## src/rtl/mcpu_pkg.sv

```systemverilog
// Shared MCPU definitions: default datapath widths and the fetch-stage state encoding.
package mcpu_pkg;

    localparam int unsigned WORD_SIZE  = 8;
    localparam int unsigned ADDR_WIDTH = 8;

    typedef enum logic [1:0] {
        FS_IDLE  = 2'd0,
        FS_FETCH = 2'd1,
        FS_DRAIN = 2'd2
    } fetch_state_e;

endpackage

```

## src/rtl/mcpu_prefetch_fifo.sv

```systemverilog
// Synchronous prefetch FIFO with push/pop/flush; pointers carry an extra wrap bit
// so occupancy is simply the pointer difference.
module mcpu_prefetch_fifo #(
    parameter int unsigned WIDTH = 16,
    parameter int unsigned DEPTH = 4
) (
    input  logic                     clk,
    input  logic                     rst_n,
    input  logic                     push,
    input  logic                     pop,
    input  logic                     flush,
    input  logic [WIDTH-1:0]         wdata,
    output logic [WIDTH-1:0]         rdata,
    output logic                     empty,
    output logic                     full,
    output logic [$clog2(DEPTH):0]   count
);

    localparam int unsigned AW = $clog2(DEPTH);
    localparam int unsigned PW = AW + 1;

    logic [WIDTH-1:0] mem_q [DEPTH];
    logic [WIDTH-1:0] mem_d [DEPTH];
    logic [PW-1:0]    wr_ptr_q, wr_ptr_d;
    logic [PW-1:0]    rd_ptr_q, rd_ptr_d;
    logic             do_push_c, do_pop_c;

    assign count = wr_ptr_q - rd_ptr_q;
    assign empty = (count == '0);
    assign full  = (count == PW'(DEPTH));
    assign rdata = mem_q[rd_ptr_q[AW-1:0]];

    // A full FIFO still accepts a push when the head leaves in the same cycle.
    assign do_pop_c  = pop & ~empty;
    assign do_push_c = push & (~full | do_pop_c);

    always_comb begin
        mem_d    = mem_q;
        wr_ptr_d = wr_ptr_q;
        rd_ptr_d = rd_ptr_q;
        if (flush) begin
            wr_ptr_d = '0;
            rd_ptr_d = '0;
        end else begin
            if (do_push_c) begin
                mem_d[wr_ptr_q[AW-1:0]] = wdata;
                wr_ptr_d = wr_ptr_q + PW'(1);
            end
            if (do_pop_c) begin
                rd_ptr_d = rd_ptr_q + PW'(1);
            end
        end
    end

    always_ff @(posedge clk or negedge rst_n) begin
        if (!rst_n) begin
            mem_q    <= '{default: '0};
            wr_ptr_q <= '0;
            rd_ptr_q <= '0;
        end else begin
            mem_q    <= mem_d;
            wr_ptr_q <= wr_ptr_d;
            rd_ptr_q <= rd_ptr_d;
        end
    end

endmodule

```

## src/rtl/mcpu_fetch_unit.sv

```systemverilog
// MCPU instruction-fetch stage: owns the PC, fetches from the RAM instruction port
// into a prefetch FIFO, and handles start, halt-with-drain and redirect-with-flush.
module mcpu_fetch_unit
    import mcpu_pkg::*;
#(
    parameter int unsigned WORD_SIZE  = mcpu_pkg::WORD_SIZE,
    parameter int unsigned ADDR_WIDTH = mcpu_pkg::ADDR_WIDTH,
    parameter int unsigned DEPTH      = 4,
    parameter int unsigned RESET_PC   = 0
) (
    input  logic                     clk,
    input  logic                     rst_n,
    input  logic                     start,
    input  logic                     halt,
    input  logic                     redirect_valid,
    input  logic [ADDR_WIDTH-1:0]    redirect_addr,
    output logic [ADDR_WIDTH-1:0]    instraddr,
    input  logic [WORD_SIZE-1:0]     instrrd,
    output logic [WORD_SIZE-1:0]     instr_out,
    output logic [ADDR_WIDTH-1:0]    instr_pc,
    output logic                     instr_valid,
    input  logic                     instr_ready,
    output logic                     busy,
    output logic [$clog2(DEPTH):0]   fifo_count
);

    localparam int unsigned CNT_W = $clog2(DEPTH) + 1;
    localparam int unsigned ENT_W = WORD_SIZE + ADDR_WIDTH;

    fetch_state_e          state_q, state_d;
    logic [ADDR_WIDTH-1:0] pc_q, pc_d;
    logic                  push_c, pop_c, flush_c;
    logic                  fifo_empty, fifo_full;
    logic [CNT_W-1:0]      count;
    logic [ENT_W-1:0]      head;

    assign pop_c = ~fifo_empty & instr_ready;

    // Next state / PC; redirect overrides everything except the in-flight pop.
    always_comb begin
        state_d = state_q;
        pc_d    = pc_q;
        push_c  = 1'b0;
        flush_c = 1'b0;

        case (state_q)
            FS_IDLE: begin
                if (start) state_d = FS_FETCH;
            end
            FS_FETCH: begin
                if (halt) state_d = FS_DRAIN;
                else      push_c  = ~fifo_full | pop_c;
            end
            FS_DRAIN: begin
                if (count == '0 || (count == CNT_W'(1) && pop_c)) state_d = FS_IDLE;
            end
            default: state_d = FS_IDLE;
        endcase

        if (push_c) pc_d = pc_q + ADDR_WIDTH'(1);

        if (redirect_valid) begin
            flush_c = 1'b1;
            push_c  = 1'b0;
            pc_d    = redirect_addr;
            state_d = (state_q == FS_FETCH && !halt) ? FS_FETCH : FS_IDLE;
        end
    end

    always_ff @(posedge clk or negedge rst_n) begin
        if (!rst_n) begin
            state_q <= FS_IDLE;
            pc_q    <= ADDR_WIDTH'(RESET_PC);
        end else begin
            state_q <= state_d;
            pc_q    <= pc_d;
        end
    end

    mcpu_prefetch_fifo #(
        .WIDTH (ENT_W),
        .DEPTH (DEPTH)
    ) u_fifo (
        .clk   (clk),
        .rst_n (rst_n),
        .push  (push_c),
        .pop   (pop_c),
        .flush (flush_c),
        .wdata ({instrrd, pc_q}),
        .rdata (head),
        .empty (fifo_empty),
        .full  (fifo_full),
        .count (count)
    );

    assign instraddr   = pc_q;
    assign instr_out   = head[ENT_W-1 -: WORD_SIZE];
    assign instr_pc    = head[ADDR_WIDTH-1:0];
    assign instr_valid = ~fifo_empty;
    assign busy        = (state_q != FS_IDLE);
    assign fifo_count  = count;

endmodule

```

## config.mk

```make
export PLATFORM = sky130hd
export DESIGN_NAME = mcpu_fetch_unit
export DESIGN_NICKNAME = d
export VERILOG_FILES = /design/src/rtl/mcpu_pkg.sv /design/src/rtl/mcpu_prefetch_fifo.sv /design/src/rtl/mcpu_fetch_unit.sv
export SDC_FILE = /design/constraint.sdc
export NUM_CORES = 1
export LEC_CHECK = 0
export CORE_MARGIN = 4
export CORE_UTILIZATION = 55
export DETAILED_ROUTE_END_ITERATION = 12
export HOLD_SLACK_MARGIN = 0.12
export PLACE_DENSITY_LB_ADDON = 0.2
export SKIP_LAST_GASP = 1
export SLEW_MARGIN = 20
export SYNTH_ARGS = -nofsm -noshare
export SYNTH_HDL_FRONTEND = slang
export SYNTH_SLANG_ARGS = --single-unit
```

## constraint.sdc

```tcl
create_clock -name clk -period 3.3 [get_ports clk]
set_input_delay 0.66 -clock clk [delete_from_list [all_inputs] [get_ports clk]]
set_output_delay 0.66 -clock clk [all_outputs]
set_load 0.1 [all_outputs]
```

==> flow_summary.toml <==
[sta]
min_period_ns = 3.08
finalSetupViolCount = 0
slew_headroom = 0.642
fmax_ghz = 0.325
skew_ns = 0.00742
fin_setup_tns_ns = 0
rsz0062_at_grt = "yes"
hold_viol = 0
timing.final.crit_share = 0.933
final_max_slew_viol_count = 0
tightest_slew_ns = 0.534

[outcome]
status = "finished, final reports clean"

[cts]
clk_pin_slew_worst_paths_ns = 0.08
cts_buffer_depth = 2
numCtsBuffers = 9
post_cts_buffers = 0
cts-root-buf = "clkbuf_8"
cts_tree = "done"
cts_htree_levels = 3
insertion_delay_ns = 0.34
cts.sinks = 80

[cells_and_area]
final_cells = 394
n_antenna_cell = 0
area_growth_pct = 20.5
layout_commonest_cell = "dfrtp_1"
final_cell_mix = "80 x dfrtp_1, 64 x mux2_2, 32 x buf_4"
fin_nets = 342
drive_gt1_frac = 0.445

[floorplanning]
die_h_um = 90.7
rows = 29
io_pins = 51
die_w_um = 90.7
dieArea_mm2 = 0.00823
core-area_mm2 = 0.00649
start_util = 0.579

[routing]
drtPass1Iterations = 4
totalWireLength_mm = 7.40
drtIter0Drc = 93
num_vias = 2284
antenna_left = 0
drt-vias-per-instance = 5.80
drcViolationCount = 0
routedWlPerCell_um = 18.8

[setup_path]
cp_max_fo = 16
rrSetupSlack_ns = 0.22
critical_path_required_ns = 3.52
end_kind = "flop"
crit_type = "flop to flop"
worst_setup_path_start_kind = "flop"
arrival_ns = 3.30

[logic_synthesis]
synth.cell_area_mm2 = 0.00376
yosysTopAreaCell = "dfrtp_1"
synth_top_area_share = 0.532
synth_cell_type_count = 37
avgSynthCellArea_um2 = 14.8
synth_fp_nets = 285
synth_edf_count = 0
synth_seq_cells = 80
async_flop_share = 1.00
ys.flop_type = "dfrtp_1"
yosysWarnings = 0
synth.top_cells.by_area = "dfrtp_1 53%, mux2_2 19%, mux4_2 9.6%"
synth_cells = 255
synth_seq_area_share = 0.532

[placed_design]
dp_hpwl_mm = 4.86
gp_congestion = 0.781
io_buffers = 50
dp.cells = 377

[grt]
gr-total-overflow = 0
grt_usage = 0.197
grt_max_degree = 81
grt_pass1_wl_mm = 12.7
antenna_found_initial = 0
grt_pass1_vias = 2452

[hold_path]
hold_class = "input port to asynchronous set/reset pin"

[job]
maxCapViolCount = 0
==> worst max-delay path: stages, from the launching register on <==
cell	delay, ns
dfrtp_1	0.38
inv_1	0.11
ha_1	0.21
fa_1	0.59
nand3b_1	0.24
o21ai_2	0.50
nand3b_2	0.53
mux2_2	0.39
==> cell families (layout without fill, tap and decap cells) <==
family / after synthesis / after routing / share of synthesized area
AO/OA/AOI/OAI: 21 / 21 / 0.0379
adder cells (fa/ha/maj): 8 / 8 / 0.0286
AND/OR/NAND/NOR: 37 / 37 / 0.0549
buffers and inverters: 17 / 79 / 0.0263
multiplexers: 83 / 83 / 0.295
flip-flops: 80 / 80 / 0.532
XOR/XNOR: 9 / 9 / 0.0249
==> cell usage after synthesis, types with 3 or more instances <==
library cell / number
clkbuf_1: 4
o21ai_0: 7
xor2_1: 7
nand3b_1: 3
mux2i_1: 3
nand3b_2: 3
mux4_2: 16
nand2_1: 9
o211ai_1: 6
mux2_2: 64
inv_1: 5
ha_1: 7
buf_6: 4
dfrtp_1: 80
nor2_1: 11
==> through the flow <==
step	util	hold slack [ns]	area, um2	worst slack, ns
2_1_floorplan	-	0.364	3760	0.567
3_3_place_gp	0.662	0.483	4300	0.345
3_5_place_dp	0.662	0.489	4300	0.219
4_1_cts	0.693	0.506	4500	0.209
5_1_grt	0.698	0.229	4530	0.000478
6_report	0.698	0.217	4530	0.220
==> layer usage <==
| layer | track usage | part of all wire | vias to the layer above |
|---|---|---|---|
| li1 | - | - | 1060 |
| met3 | 0.0417 | 0.047 | 10 |
| met4 | 0.0689 | 0.012 | 0 |
| met5 | 0 | 0 | - |
| met2 | 0.311 | 0.50 | 50 |
| met1 | 0.270 | 0.44 | 1164 |
==> timing repair <==
item | in CTS | in global routing
hold buffers | 0 | 0
resized for setup | 0 | 1
endpoints found under the setup margin | 0 | 14
==> worst paths after layout <==
path                                    start  cells past startpoint               end
min reg2reg                  u_fifo.mem_q[21]                      1  u_fifo.mem_q[21]
max reg2reg                u_fifo.wr_ptr_q[0]                      7   u_fifo.mem_q[1]
max in group asynchronous               rst_n                      2  u_fifo.mem_q[21]
min                                     rst_n                      1   u_fifo.mem_q[2]
min in group clk             u_fifo.mem_q[21]                      1  u_fifo.mem_q[21]
max                        u_fifo.wr_ptr_q[0]                      7   u_fifo.mem_q[1]
==> flip-flops by register name, summed over array words and instances, names as in the netlist <==
signal,cells
instraddr,8
state_q,2
u_fifo.mem_q,64
u_fifo.rd_ptr_q,3
u_fifo.wr_ptr_q,3
==> area by class of cell <==
cell class	count	area (um2)
clock inverter	5	53.8
tap	77	96.3
sequential	80	2000
inverter	6	22.5
timing repair buffer	57	548
fill	465	1960
multi-input combinational	158	1670
clock buffer	11	141
Power is left out: the tool's default activity adds up to more than one toggle a clock period on the data nets, which glitch-free logic cannot reach.
